## src/rtl/cpu_pkg.sv

```systemverilog
// Shared definitions for the CPU front end: default widths, reset PC and
// the fetch state encoding.
package cpu_pkg;
  localparam int CPU_ADDR_W   = 15;
  localparam int CPU_DATA_W   = 16;
  localparam int CPU_RESET_PC = 0;

  typedef enum logic [1:0] {
    FETCH  = 2'd0,
    ISSUE  = 2'd1,
    HALTED = 2'd2
  } fetch_state_t;
endpackage

```

## src/rtl/and_gate.sv

```systemverilog
// Elementary two-input AND gate.
module and_gate (
  input  logic a,
  input  logic b,
  output logic y
);
  assign y = a & b;
endmodule

```

## src/rtl/pc_incrementer.sv

```systemverilog
// Combinational W-bit +1: a chain of half adders, carry-in tied high.
// The top carry is dropped so all-ones wraps to zero.
module pc_incrementer #(
  parameter int W = 15
) (
  input  logic [W-1:0] a,
  output logic [W-1:0] y
);
  logic [W-1:0] carry;

  assign carry[0] = 1'b1;

  for (genvar i = 0; i < W; i++) begin : g_ha
    xor_gate u_sum (.a(a[i]), .b(carry[i]), .y(y[i]));
    if (i < W-1) begin : g_carry
      and_gate u_cy (.a(a[i]), .b(carry[i]), .y(carry[i+1]));
    end
  end
endmodule

```

## src/rtl/xor_gate.sv

```systemverilog
// Elementary two-input XOR gate.
module xor_gate (
  input  logic a,
  input  logic b,
  output logic y
);
  assign y = a ^ b;
endmodule

```

## src/rtl/fetch_unit.sv

```systemverilog
// Instruction fetch stage: PC, req/ack memory read, instruction register
// with valid/ready output, jump redirect and halt/resume.
module fetch_unit
  import cpu_pkg::*;
#(
  parameter int ADDR_W   = CPU_ADDR_W,
  parameter int DATA_W   = CPU_DATA_W,
  parameter int RESET_PC = CPU_RESET_PC
) (
  input  logic              clk,
  input  logic              rst,
  output logic              mem_req,
  output logic [ADDR_W-1:0] mem_addr,
  input  logic              mem_ack,
  input  logic [DATA_W-1:0] mem_rdata,
  output logic              instr_valid,
  output logic [DATA_W-1:0] instr,
  output logic [ADDR_W-1:0] instr_pc,
  input  logic              instr_ready,
  input  logic              jump,
  input  logic [ADDR_W-1:0] jump_target,
  input  logic              halt,
  output logic              halted,
  output logic [ADDR_W-1:0] pc
);
  fetch_state_t      state;
  logic              pend;
  logic [ADDR_W-1:0] pend_tgt;
  logic [ADDR_W-1:0] pc_inc;

  pc_incrementer #(.W(ADDR_W)) u_inc (.a(pc), .y(pc_inc));

  assign mem_req  = (state == FETCH);
  assign mem_addr = pc;
  assign halted   = (state == HALTED);

  always_ff @(posedge clk or posedge rst) begin
    if (rst) begin
      state       <= FETCH;
      pc          <= ADDR_W'(RESET_PC);
      instr       <= '0;
      instr_pc    <= '0;
      instr_valid <= 1'b0;
      pend        <= 1'b0;
      pend_tgt    <= '0;
    end else begin
      case (state)
        FETCH: begin
          if (mem_ack) begin
            // A redirect seen during the request voids the returned word.
            if (jump || pend) begin
              pc   <= jump ? jump_target : pend_tgt;
              pend <= 1'b0;
            end else begin
              instr       <= mem_rdata;
              instr_pc    <= pc;
              pc          <= pc_inc;
              instr_valid <= 1'b1;
              state       <= ISSUE;
            end
          end else if (jump) begin
            pend     <= 1'b1;
            pend_tgt <= jump_target;
          end
        end
        ISSUE: begin
          if (jump) begin
            instr_valid <= 1'b0;
            pc          <= jump_target;
            state       <= FETCH;
          end else if (instr_ready) begin
            instr_valid <= 1'b0;
            state       <= halt ? HALTED : FETCH;
          end
        end
        HALTED: begin
          if (jump) begin
            pc    <= jump_target;
            state <= FETCH;
          end
        end
        default: state <= FETCH;
      endcase
    end
  end
endmodule

```

## config.mk

```make
export PLATFORM = sky130hd
export DESIGN_NAME = fetch_unit
export DESIGN_NICKNAME = d
export VERILOG_FILES = /design/src/rtl/cpu_pkg.sv /design/src/rtl/and_gate.sv /design/src/rtl/pc_incrementer.sv /design/src/rtl/xor_gate.sv /design/src/rtl/fetch_unit.sv
export SDC_FILE = /design/constraint.sdc
export NUM_CORES = 1
export LEC_CHECK = 0
export ABC_AREA = 1
export CORE_AREA = 10 10 95 97
export DETAILED_ROUTE_END_ITERATION = 10
export DIE_AREA = 0 0 105 107
export PLACE_DENSITY = 0.89
export SLEW_MARGIN = 20
export SYNTH_ARGS = -nofsm -noshare
export SYNTH_HDL_FRONTEND = slang
export SYNTH_SLANG_ARGS = --single-unit
export TNS_END_PERCENT = 20
```

## constraint.sdc

```tcl
create_clock -name clk -period 5 [get_ports clk]
set_input_delay 1 -clock clk [delete_from_list [all_inputs] [get_ports clk]]
set_output_delay 1 -clock clk [all_outputs]
set_load 0.01 [all_outputs]
```

==> flow_summary_export.csv, run 1 <==
group,metric,value,unit
outcome,status,"complete, no violations",
global_routing,grt_max_degree,45,
timing,fin_crit,3.506,ns
logic_synthesis,synth_nets,515,
layout,drive_gt1_share,4.537,%
route,wl,8.851,mm
logic_synthesis,synth_area_leader_cell,"dfrtp_1",
timing,rsz0062_at_grt,"false",
logic_synthesis,mappedNetlistArea,0.003513,mm2
logic_synthesis,yosys-top-cells-count,"177 x nand2_1, 65 x dfrtp_1, 33 x nand3_1",
cts,cts_root_buf,"clkbuf_8",
place,post-dp-hpwl,6.468,mm
critical_path,crit_end,"mem_addr[13]$_DFFE_PP0P_",
logic_synthesis,async_flop_share,100.0,%
critical_path,r2r_cells,17,
power_and_ir_drop,power_density,673.1,mW/mm2
critical_path,path_cells,"ha_1, ha_1, ha_1, ha_1, ha_1, ha_1, ha_1, ha_1, ha_1, ha_1, ha_1, ha_1, ha_1, a21oi_1, nand2_1, nand2_1, nand2_1",
floorplan,fp.dieArea,0.01124,mm2
logic_synthesis,syn_inst,462,
route,wire_per_inst,14.09,um
cts,htreeDepth,3,
layout,seq_area,0.001627,mm2
floorplan,die_w,105,um
critical_path,timing.rr.end,"mem_addr[13]$_DFFE_PP0P_",
cts,cts_tree,"yes",
layout,final_nets,577,
cts,clk_latency,0.34,ns
critical_path,critPathCaptureType,"flop",
cts,clkSinkCount,65,
critical_path,cp_common_cell,"ha_1",
critical_path,max_stage_delay,0.43,ns
logic_synthesis,yosysSeqAreaShare,46.30,%
floorplan,rows,31,
place,portBuffers,100,
layout,multiInputGateArea,0.001454,mm2
critical_path,arrival,3.74,ns
timing,fin_tns_setup,0,ns
timing,setup_violations,0,
power_and_ir_drop,vdd_ir_drop_max,0.0002789,V
critical_path,required,5.23,ns
critical_path,r2r_setup_slack,1.49,ns
critical_path,r2r-start,"mem_addr[1]$_DFFE_PP0P_",
logic_synthesis,synth_cell_type_count,18,
logic_synthesis,synth_top_area_share,46.30,%
logic_synthesis,synth_edf_count,0,
critical_path,worstPathMaxFanout,5,
timing,finalMaxSlewViolations,0,
cts,cts_inserted_buffers,9,
worst_hold_path,whs_path_depth,2,
route,vias,3082,
worst_hold_path,min_path_type,"flop to flop",
route,drtAntennaViolNets,0,
route,drt_iter0_drc,239,
timing,maxSlewHeadroom,51.25,%
logic_synthesis,yosys-top-cells-area,"dfrtp_1 46%, nand2_1 19%, buf_4 6.4%",
layout,syn_to_final_growth,29.34,%
layout,diodes,0,
logic_synthesis,avgSynthCellArea,7.605,um2
logic_synthesis,yosys_register_bits,65,
layout,nFillCells,607,
floorplan,die_h,107,um
cts,postCtsResizedCells,0,
critical_path,critical_path_class,"flop to flop",
power_and_ir_drop,leakage,2.294,nW
logic_synthesis,yosysWarnings,0,
route,drc,0,
global_routing,track_usage,15.90,%
timing,fin_crit_sh,70.12,%
critical_path,crit_start,"mem_addr[1]$_DFFE_PP0P_",
timing,fmax,285.2,MHz
cts,cts_setup_buffers,0,
floorplan,io_pins,101,
cts,clk_pin_slew,0.07,ns
global_routing,antenna_found_initial,0,
floorplan,core-area,0.007137,mm2
cts,clk_path_buf_depth,2,
layout,fin_util,63.67,%
timing,hold_viol,0,
route,vias_per_cell,4.908,
global_routing,first_global_vias,2997,
timing,worst_pin_slew,0.7302,ns
global_routing,grt_pass1_wl,14.86,mm
logic_synthesis,synth_ff_type,"dfrtp_1",
route,dr.pass1.iters,5,
logic_synthesis,yosysMostFrequentCell,"nand2_1",
job,maxCapViolCount,0,
place,gp_congestion,0.8364,
critical_path,cp_slowest_cell,"dfrtp_1",
global_routing,grt_overflow,0,
timing,fin_skew,0.004835,ns
cts,hold_buffers,0,
critical_path,startpoint_type,"flop",
floorplan,initial_core_util,49.23,%
through the flow:
stage | setup WS, ns | instances | instance area (um2) | hold WS [ns] | power [mW]
floorplan | 1.668 | 462 | 3513 | 0.4699 | 2.033
global placement | 1.551 | 612 | 4340 | 0.4522 | 2.556
detailed placement | 1.504 | 612 | 4340 | 0.4584 | 2.618
CTS | 1.486 | 628 | 4537 | 0.4761 | 3.076
global route | 1.228 | 628 | 4544 | 0.5096 | 3.337
finish | 1.494 | 628 | 4544 | 0.4725 | 3.059
cell type report:
| class | instances | share of cell area (%) |
|---|---|---|
| clock buffer | 11 | 3.111 |
| multi-input combinational | 314 | 31.99 |
| clock inverter | 5 | 1.211 |
| sequential | 65 | 35.79 |
| tap | 99 | 2.726 |
| inverter | 30 | 2.478 |
| timing repair buffer | 104 | 22.69 |
placed cells by master, fill, tap and decap left out:
| cell | n |
|---|---|
| a31oi_1 | 1 |
| clkdlybuf4s50_1 | 100 |
| buf_4 | 4 |
| o21ai_0 | 32 |
| bufinv_16 | 1 |
| clkbuf_1 | 1 |
| nor2_4 | 1 |
| nand3_2 | 1 |
| dfrtp_1 | 65 |
| and2_1 | 1 |
| nand2_2 | 1 |
| clkinvlp_4 | 2 |
| nor2_1 | 31 |
| a21oi_1 | 16 |
| inv_2 | 2 |
| clkbuf_8 | 10 |
| o21ai_1 | 1 |
| nand3_1 | 32 |
| clkinv_2 | 2 |
| and3_1 | 1 |
| nand2_1 | 176 |
| nand4_1 | 4 |
| inv_1 | 28 |
| ha_1 | 16 |
critical path, delay by kind of cell, from the launching register on:
kind,cells,cell delay [ns]
compound gates,1,0.14
simple gates,3,0.18
fa+ha+maj,13,2.64
flops,1,0.43
layer usage:
metal  vias to the layer above  track usage, %  wire [um]  part of all wire, %
met5                         -               0          0                    0
li1                       1553               -          -                    -
met3                        20           4.192        543                  6.1
met2                       122           26.70       4346                   49
met1                      1387           18.91       3775                   43
met4                         0           6.765        185                  2.1
state kept, by name, indices dropped and copies added, names as in the netlist:
name / flops
instr: 16
instr_pc: 15
instr_valid: 1
mem_addr: 15
pend: 1
pend_tgt: 15
state: 2
logic make-up after synthesis:
group,synth area share [%]
flops,46.30
fa+ha+maj,5.698
compound gates,7.158
buf+inv,12.68
simple gates,28.17
where the power goes:
group | internal [mW] | leakage [nW] | switching [mW]
Combinational | 0.746 | 1.38 | 0.914
Sequential | 0.781 | 0.815 | 0.170
Clock | 0.242 | 0.0953 | 0.206
worst min path at each step:
stage                                         from                       end  slack [ns]
after global routing      instr_pc[11]$_DFFE_PP0P_  instr_pc[11]$_DFFE_PP0P_        0.51
after CTS                  instr_pc[5]$_DFFE_PP0P_   instr_pc[5]$_DFFE_PP0P_        0.48
after floorplan               state[0]$_DFFE_PP0P_      state[0]$_DFFE_PP0P_        0.47
final                      instr_pc[1]$_DFFE_PP0P_   instr_pc[1]$_DFFE_PP0P_        0.47
after detailed placement   instr_pc[5]$_DFFE_PP0P_   instr_pc[5]$_DFFE_PP0P_        0.46
after global placement     instr_pc[6]$_DFFE_PP0P_   instr_pc[6]$_DFFE_PP0P_        0.45
Power figures use the tool's default switching activity.
==> inputs of run 2 (changes only) <==
--- a/config.mk
+++ b/config.mk
@@ -6,10 +6,10 @@
 export NUM_CORES = 1
 export LEC_CHECK = 0
 export ABC_AREA = 1
-export CORE_AREA = 10 10 95 97
+export CORE_AREA = 10 10 97 99
 export DETAILED_ROUTE_END_ITERATION = 10
-export DIE_AREA = 0 0 105 107
-export PLACE_DENSITY = 0.89
+export DIE_AREA = 0 0 107 109
+export PLACE_DENSITY = 0.86
 export SLEW_MARGIN = 20
 export SYNTH_ARGS = -nofsm -noshare
 export SYNTH_HDL_FRONTEND = slang
==> constraint.sdc (replaced) <==
create_clock -name clk -period 3.58 [get_ports clk]
set_input_delay 0.716 -clock clk [delete_from_list [all_inputs] [get_ports clk]]
set_output_delay 0.716 -clock clk [all_outputs]
set_load 0.01 [all_outputs]
==> run 2 against run 1 <==
Against the previous run:
- clock skew rose by 0.00074 ns
- final area rose by 2.1%
- worst hold slack improved by 0.00093 ns
- non-clock buffer count rose by 6
- power rose by 45%
- final cell count rose by 1.4%
- sequential share of layout area fell by 0.72 points
- critical endpoint unchanged
==> flow_summary_export.csv, run 2 (same netlist as run 1, synthesis figures left out) <==
group,metric,value,unit
outcome,status,"complete, no violations",
timing,fmax,293.1,MHz
job,maxCapViolCount,0,
timing,maxSlewHeadroom,45.41,%
floorplan,rows,32,
floorplan,io_pins,101,
critical_path,critical_path_class,"flop to flop",
cts,clk_latency,0.34,ns
layout,syn_to_final_growth,32.02,%
critical_path,r2r_setup_slack,0.17,ns
global_routing,track_usage,15.60,%
floorplan,initial_core_util,46.68,%
power_and_ir_drop,vdd_ir_drop_max,0.0004289,V
timing,hold_viol,0,
place,post-dp-hpwl,6.727,mm
global_routing,grt_overflow,0,
worst_hold_path,hp-start,"instr[3]$_DFFE_PP0P_",
place,place_ws,0.08079,ns
layout,mostFrequentLayoutCell,"nand2_1",
layout,final_cell_mix,"177 x nand2_1, 100 x clkdlybuf4s50_1, 65 x dfrtp_1, 33 x nand3_1, 32 x o21ai_0",
place,portBuffers,100,
worst_hold_path,min_path_type,"flop to flop",
critical_path,timing.rr.end,"mem_addr[13]$_DFFE_PP0P_",
timing,fin_tns_setup,0,ns
layout,diodes,0,
route,vias_per_cell,4.936,
cts,clkSinkCount,65,
critical_path,arrival,3.65,ns
cts,cts_root_buf,"clkbuf_8",
layout,final_cells,637,
cts,hold_buffers,0,
global_routing,first_global_vias,2874,
critical_path,worstPathMaxFanout,2,
floorplan,core-area,0.007527,mm2
timing,worst_pin_slew,0.8189,ns
global_routing,grt_pass1_wl,14.86,mm
route,dr.pass1.iters,5,
cts,clk_pin_slew,0.07,ns
layout,drive_gt1_share,6.168,%
layout,final_nets,583,
cts,clk_path_buf_depth,2,
power_and_ir_drop,leakage,2.331,nW
route,wire_per_inst,14.46,um
worst_hold_path,whs_path_depth,2,
critical_path,startpoint_type,"flop",
layout,regMostFlops,"instr",
route,drt_iter0_drc,369,
critical_path,r2r-start,"mem_addr[1]$_DFFE_PP0P_",
place,gp_congestion,0.8707,
worst_hold_path,min_to,"instr[3]$_DFFE_PP0P_",
power_and_ir_drop,power_density,956.8,mW/mm2
timing,fin_crit,3.412,ns
timing,setup_violations,0,
floorplan,fp.dieArea,0.01166,mm2
critical_path,critPathCaptureType,"flop",
critical_path,required,3.81,ns
global_routing,grt_max_degree,66,
layout,nFillCells,667,
timing,fin_crit_sh,95.31,%
cts,htreeDepth,3,
floorplan,die_w,107,um
route,drc,0,
layout,largest_register_ffs,16,
timing,fin_skew,0.005570,ns
route,drtAntennaViolNets,0,
critical_path,r2r_cells,17,
cts,cts_inserted_buffers,9,
route,vias,3144,
timing,fin_ws,0.1679,ns
floorplan,die_h,109,um
cts,cts_tree,"yes",
timing,finalMaxSlewViolations,0,
global_routing,antenna_found_initial,0,
route,wl,9.211,mm
place,place_inst,619,
-- run 2: repair_timing --
item,in CTS,in global routing
resized for setup,0,4
endpoints found under the setup margin,0,2
setup buffers,0,2
-- run 2: how the worst max path moves through the flow --
stage	startpoint	to	slack, ns	depth (start not counted)
final	mem_addr[1]$_DFFE_PP0P_	mem_addr[13]$_DFFE_PP0P_	0.17	17
after detailed placement	mem_addr[1]$_DFFE_PP0P_	mem_addr[13]$_DFFE_PP0P_	0.08	17
after global routing	mem_addr[1]$_DFFE_PP0P_	mem_addr[13]$_DFFE_PP0P_	-0.0004	17
after global placement	mem_addr[1]$_DFFE_PP0P_	mem_addr[13]$_DFFE_PP0P_	0.18	17
after CTS	mem_addr[1]$_DFFE_PP0P_	mem_addr[13]$_DFFE_PP0P_	0.02	17
after floorplan	mem_addr[1]$_DFFE_PP0P_	mem_addr[13]$_DFFE_PP0P_	0.25	17
-- run 2: power breakdown --
part           leakage [nW]  internal [mW]  switching [mW]  total [mW]
Sequential            0.815           1.09           0.235        1.33
Clock                 0.113          0.413           0.297       0.710
Combinational          1.40           1.09            1.31        2.40
-- run 2: metal layers --
metal | up-vias | track usage (%) | wire length (um)
met5 | - | 0 | 0
met3 | 11 | 4.248 | 621
met2 | 113 | 25.59 | 4515
met4 | 0 | 5.803 | 170
li1 | 1559 | - | -
met1 | 1461 | 19.30 | 3903
-- run 2: area by class of cell --
cell class	instances	area, um2	area share [%]
clock buffer	10	137.6	2.967
multi-input combinational	314	1468	31.64
sequential	65	1627	35.07
tap	102	127.6	2.752
timing repair buffer	110	1076	23.20
clock inverter	6	90.09	1.942
inverter	30	112.6	2.428
-- run 2: per-stage QoR --
| step | instance area [um2] | total power [mW] | hold WS [ns] | utilization, % |
|---|---|---|---|---|
| global placement | 4374 | 3.602 | 0.4539 | 58.11 |
| detailed placement | 4374 | 3.714 | 0.4571 | 58.11 |
| global route | 4638 | 4.829 | 0.5057 | 61.62 |
| CTS | 4602 | 4.434 | 0.4760 | 61.14 |
| finish | 4638 | 4.438 | 0.4734 | 61.62 |
| floorplan | 3513 | 2.839 | 0.4699 | - |
-- run 2: critical path: stages (launching register included) --
cell and delay, ns:
dfrtp_1 0.40, ha_2 0.20, ha_1 0.20, ha_1 0.20, ha_1 0.21, ha_1 0.20
ha_1 0.20, ha_1 0.20, ha_1 0.19, ha_1 0.21, ha_2 0.19, ha_1 0.19
ha_1 0.23, ha_4 0.22, a21oi_2 0.10, nand2_1 0.07, nand2_1 0.06, nand2_1 0.04
